File: config.mk
export PLATFORM = sky130hd
export DESIGN_NAME = alu_operand_stage
export DESIGN_NICKNAME = d
export VERILOG_FILES = /design/src/rtl/alu_operand_stage.sv
export SDC_FILE = /design/constraint.sdc
export NUM_CORES = 2
export LEC_CHECK = 0
export CAP_MARGIN = 20
export CORE_ASPECT_RATIO = 1.4
export CORE_MARGIN = 10
export CORE_UTILIZATION = 55
export CTS_BUF_LIST = sky130_fd_sc_hd__clkbuf_4 sky130_fd_sc_hd__clkbuf_8
export DETAILED_ROUTE_END_ITERATION = 7
export PLACE_DENSITY_LB_ADDON = 0.12
export SLEW_MARGIN = 5
export SYNTH_ARGS = -nofsm -noshare
export SYNTH_HDL_FRONTEND = slang
export SYNTH_SLANG_ARGS = --single-unit
File: constraint.sdc
create_clock -name clk -period 3.8 [get_ports clk]
set_input_delay 0.38 -clock clk [delete_from_list [all_inputs] [get_ports clk]]
set_output_delay 0.38 -clock clk [all_outputs]
set_load 0.005 [all_outputs]
File: src/rtl/alu_operand_stage.sv
// ALU operand stage: 32x32 register file with optional writeback bypass,
// feeding a single-entry valid/ready output register toward the ALU.
module alu_operand_stage #(
    parameter int BYPASS = 1
) (
    input  logic        clk,
    input  logic        rst_n,
    input  logic        in_valid,
    output logic        in_ready,
    input  logic [4:0]  rs1,
    input  logic [4:0]  rs2,
    input  logic [31:0] imm,
    input  logic        use_imm,
    input  logic [3:0]  alu_ctrl_in,
    input  logic [4:0]  rd_in,
    input  logic        wb_en,
    input  logic [4:0]  wb_rd,
    input  logic [31:0] wb_data,
    output logic        out_valid,
    input  logic        out_ready,
    output logic [31:0] ainn,
    output logic [31:0] bin,
    output logic [3:0]  alu_ctrll,
    output logic [4:0]  rd_out
);

    // x0 has no storage; it is hardwired to zero in the read logic.
    logic [31:0] regs [1:31];
    logic [31:0] opa_read;
    logic [31:0] opb_read;
    logic [31:0] opb_sel;
    logic        accept;

    assign in_ready = !out_valid || out_ready;
    assign accept   = in_valid && in_ready;

    always_comb begin
        opa_read = '0;
        if (rs1 != 5'd0) begin
            if ((BYPASS != 0) && wb_en && (wb_rd == rs1))
                opa_read = wb_data;
            else
                opa_read = regs[rs1];
        end
    end

    always_comb begin
        opb_read = '0;
        if (rs2 != 5'd0) begin
            if ((BYPASS != 0) && wb_en && (wb_rd == rs2))
                opb_read = wb_data;
            else
                opb_read = regs[rs2];
        end
    end

    // The immediate path never sees the bypass.
    assign opb_sel = use_imm ? imm : opb_read;

    always_ff @(posedge clk or negedge rst_n) begin
        if (!rst_n) begin
            for (int i = 1; i < 32; i++)
                regs[i] <= '0;
        end else if (wb_en && (wb_rd != 5'd0)) begin
            regs[wb_rd] <= wb_data;
        end
    end

    // Data registers load only on accept, so operands hold through stalls
    // and are never refreshed by later writebacks.
    always_ff @(posedge clk or negedge rst_n) begin
        if (!rst_n) begin
            out_valid <= 1'b0;
            ainn      <= '0;
            bin       <= '0;
            alu_ctrll <= '0;
            rd_out    <= '0;
        end else if (accept) begin
            out_valid <= 1'b1;
            ainn      <= opa_read;
            bin       <= opb_sel;
            alu_ctrll <= alu_ctrl_in;
            rd_out    <= rd_in;
        end else if (out_ready) begin
            out_valid <= 1'b0;
        end
    end

endmodule

---- Yosys cells after proc, flatten, opt, wreduce, memory -nomap -nowiden ----
Cells that the tools add are included.
word-level totals
  word-level logic and storage cells ...... 72
  memories ................................ 0
  bits in writable memories ............... 0
  memory bits (read-only) ................. 0
  flip-flop bits (word level) ............. 1066
  output and inout bits ................... 75
  bits in latches ......................... 0
cells by class
  add/subtract/negate cells ............... 0
  magnitude comparators ................... 4
  shift-type cells ........................ 0
  muxes and demuxes ....................... 16
  $mul .................................... 0
  bitwise operators ....................... 3
  divide/modulo/power cells ............... 0
  equal/unequal tests ..................... 2
  reduce and logical (&&, ||, !) cells .... 11
operators with widths
  cell                number
  $bwmux 992          1
  $bmux 32 s5         2
  $mux 32             10
  $demux 32 s5        1
  $ge 6x6->1 const B  3
  $not 5->6           3
  $reduce_bool 5->1   3
  $eq 5x5->1          2
  $lt 6x1->1 const B  1
  $logic_and 1x1->1   5
  $mux 1              2
  $reduce_bool 2->1   1
  $logic_not 1->1     1
  $logic_or 1x1->1    1

---- Longest topological paths before layout ----
  depth after elaboration ................. 7
  gate-level depth with buffers ........... 10

---- Worst setup path before layout ----
OpenSTA, ideal clock, no wires.
  path kind ............................... input-to-reg
  start ................................... in rs1[0]
  end ..................................... reg ainn[22]
  data arrival time ....................... 1.999 ns
  stages .................................. 8
  required time ........................... 3.664 ns
  setup slack ............................. 1.665 ns
  path through ............................ buf_2 -> buf_4 -> buf_2 -> mux4_2 -> a22oi_1 -> nand2_1 -> o2111ai_1 -> o211ai_1
between the ends
  longest elaborated chain between the ends .. 6
  elaborated cells on any way between the ends .. 9
RTL lines
  item                                        line  source
  start: declaration                          10    input logic [4:0] rs1,
  $not 5->6 (not written as such)             43    opa_read = regs[rs1];
  $bmux 32 s5                                 43
  $mux 32 (not written as such) (2 in a row)  43
  $mux 32                                     40    if ((BYPASS != 0) && wb_en && (wb_rd == rs1))
  $mux 32 (*)                                 39    if (rs1 != 5'd0) begin
  end signal: assignment                      80    ainn <= opa_read;
  end: declaration                            21    output logic [31:0] ainn,
Every way passes the cells marked *; elsewhere a longest branch is shown, timed or not. The select of a mux whose other input is x is not followed.
A chain may end at the register's enable or synchronous reset.

---- Final worst setup path ----
  start ................................... reg out_valid
  end ..................................... reg ainn[26]
between the ends
  longest elaborated chain between the ends .. 3
RTL lines
  item                      line  source
  start: declaration        19    output logic out_valid,
  start signal: assignment  73    out_valid <= 1'b0;
  start signal: assignment  79    out_valid <= 1'b1;
  start signal: assignment  85    out_valid <= 1'b0;
  $logic_not 1->1           34    assign in_ready = !out_valid || out_ready;
  $logic_or 1x1->1          34
  $logic_and 1x1->1         35    assign accept = in_valid && in_ready;
Every way passes these cells.

==> results.md <==
- Number of remaining DRC errors: 0
- Origin of the critical flop-to-flop path: out_valid
- Maximum capacitance violations: 0
- Number of buffers inserted during clock tree synthesis: 167
- GRT Total Usage: 33.70%
- Fraction of final layout cells with drive strength greater than 1: 36.44%
- Final hold violation count: 0
- Starting DRT DRC Count: 4396
- Final period demand of the worst path: 2.524 ns
- Root buf cell: sky130_fd_sc_hd__clkbuf_8
- Start point of the worst hold path: alu_ctrl_in[2]
- Die width: 291.0 um
- Mean number of vias per cell: 6.930
- Dominant register cell in the synthesized netlist: sky130_fd_sc_hd__dfrtp_1
- GPL Wtd Cong: 0.8763
- Number of warnings reported in the yosys synthesis log: 0
- Vias: 41910
- Most common library cell in the layout ignoring fill and taps: sky130_fd_sc_hd__dfrtp_1
- Number of standard cells in the final layout excluding fillers: 6048
- Clock insertion delay at the later pin of the skew report: 0.91 ns
- Maximum ir drop on the vdd rail: 0.3428 mV
- Worst relative slew slack: 25.99%
- Post-route fraction of the period consumed by the critical path: 66.41%
- Delay of the slowest cell on the worst path: 0.73 ns
- Total leakage power: 27.89 nW
- Overall die height: 399.4 um
- Avg Synthesized Cell Area: 12.60 um2
- Hold Crit Depth: 3
- Synthesized area: 0.05655 mm2
- Final-report setup violation count: 0
- Async S/R FF share, synth: 100.0%
- Seq cells post-synth: 1066
- Max-slew violation count: 0
- Crit start category: flop
- Clock transition time at the flip-flop clock pins of the worst setup and hold paths: 0.07 ns
- Total number of H-tree levels: 4
- Worst-case reg-to-reg path depth: 6
- FMAX: 0.3963 GHz
- Category of the worst setup path capture point: flop
- Data required time of the worst path: 4.60 ns
- Wire length per cell after detailed routing: 32.78 um
- Worst Tran Pin Value: 1.107 ns
- Global-route wire length before repair: 291.5 mm
- Residual antenna-violating net count after detailed routing: 0
- Crit Path Max Fanout: 35
- Placed wire-length estimate after detailed placement: 124.4 mm
- TritonCTS sink count: 1066
- Deepest clock path buffer count: 3
- Flop-to-flop setup slack: 1.28 ns
- Register area share after synthesis: 47.17%
- Placed insts: 5740
- Port Buffers: 168
- Layout Nets: 4676
- Power density over cell area: 512.6 mW/mm2
- Most frequent cells in the layout: 1066 x sky130_fd_sc_hd__dfrtp_1, 798 x sky130_fd_sc_hd__mux2_2, 426 x sky130_fd_sc_hd__nand2_1
- Synth cell types: 56
- Floorplan Core Area: 0.1023 mm2
- Router iterations before antenna repair: 5
- Number of enable flip-flop cells after synthesis: 0
- Critical path class: flop to flop
- Die area: 0.1162 mm2
- Post-synth net total: 4581
- Number of antenna violations at the first check in global routing: 10
- Critical path data arrival time: 3.32 ns
- Maximum number of pins on one net before global-route repair: 95
- Via count of the first global-routing pass: 42590
- Layout Skew: 0.03752 ns
- CTS tree: yes
- Run status: finished clean
- Worst Hold Class: primary input to flop
- Critical Path, Cell by Cell: nand2b_1 > nand2_4 > nor2_4 > buf_4 > o21ai_0 > o211ai_1
- Num rows: 139
- Post-Route WL: 198.3 mm
- Gate count of the mapped netlist: 4487
- Synth-to-Final Area Change: 13.16%
- Unrepaired setup endpoints after global routing: false
- I/O Pins: 169
- WHS Endpoint: alu_ctrll[2]
- Initial Util: 55.30%
- Remaining global-route overflow: 0
- Reg2Reg Capture Point: ainn[26]
- Setup_tns: 0 ns
- Slowest cell on crit path: sky130_fd_sc_hd__nor2_4
-- metal layers --
layer  wire length, um  up-vias  track usage (%)
li1                  -    17110                -
met1             77980    22000            43.87
met2             91060     2207            52.21
met3             17870      583            7.814
met4             11270       12            18.03
met5                86        -                0
-- per-stage QoR --
stage / instance area [um2] / setup WS (ns) / total power, mW / hold slack, ns / utilization (%)
6_report: 63990 / 1.276 / 32.80 / 0.04530 / 62.58
5_1_grt: 63990 / 1.146 / 34.16 / 0.05374 / 62.57
4_1_cts: 63900 / 1.272 / 32.78 / 0.002980 / 62.48
3_5_place_dp: 60260 / 0.6710 / 22.33 / 0.4617 / 58.92
3_3_place_gp: 60210 / 0.6760 / 22.05 / 0.4578 / 58.88
2_1_floorplan: 56550 / 1.665 / 19.61 / 0.08441 / -
-- critical path: cells and delay by family, from the launching register on --
kind	cells	cell delay [ns]
AO/OA/AOI/OAI	2	0.38
AND/OR/NAND/NOR	3	1.10
flip-flops	1	0.38
buffers and inverters	1	0.52
-- cells by family (layout without fill, tap and decap cells) --
family | count (synthesis) | in the layout | synth area share (%)
multiplexers | 1431 | 1431 | 34.18
flip-flops | 1066 | 1066 | 47.17
AO/OA/AOI/OAI | 879 | 879 | 10.02
AND/OR/NAND/NOR | 605 | 605 | 4.485
buffers and inverters | 496 | 712 | 3.987
XOR/XNOR | 10 | 10 | 0.1549
other | 0 | 6 | 0
-- how the worst max path moves through the flow --
stage	start	to	slack, ns	cells after the start
6_report	out_valid	ainn[26]	1.28	6
5_1_grt	out_valid	ainn[13]	1.15	6
4_1_cts	out_valid	in_ready	1.27	2
3_5_place_dp	rs1[0]	ainn[23]	0.67	7
3_3_place_gp	rs1[0]	ainn[23]	0.68	7
2_1_floorplan	rs1[0]	ainn[22]	1.66	8
-- layout make-up --
class	instances	area (um2)
antenna	6	15.01
clock buffer	265	3309
clock inverter	25	251.5
fill	8132	38270
inverter	20	75.07
multi-input combinational	2925	27900
sequential	1066	26680
tap	1339	1675
timing repair buffer	402	4094
-- report_power, final --
part / internal, mW / total [mW] / switching [mW]
sequential: 13.6 / 15.3 / 1.78
combinational: 3.84 / 6.96 / 3.11
clock: 5.77 / 10.5 / 4.75
total: 23.2 / 32.8 / 9.64
-- synth_stat cells (all sizes together), types with 44 or more instances --
cell type  count  area (um2)
a22oi        137        1028
dfrtp       1066       26680
o21ai        357        1787
mux2i        313        3133
nor2          60       227.7
nand2        445        1670
clkbuf       286        1074
o22ai        122       763.2
buf          190        1106
mux2         798        8986
mux4         320        7211
o2111ai       44       385.4
-- state kept, by name, summed over array words and instances, names as in the netlist --
name,flops
out_valid,1
alu_ctrll,4
regs,992
rd_out,5
ainn,32
bin,32
-- what timing repair did --
| action | 4_1_cts | 5_1_grt |
|---|---|---|
| hold endpoints to repair | 63 | 0 |
| buffers inserted | 0 | 0 |
| hold buffers | 8 | 0 |
| resized for setup | 0 | 0 |
No activity file was read; power rests on OpenSTA's default activity.
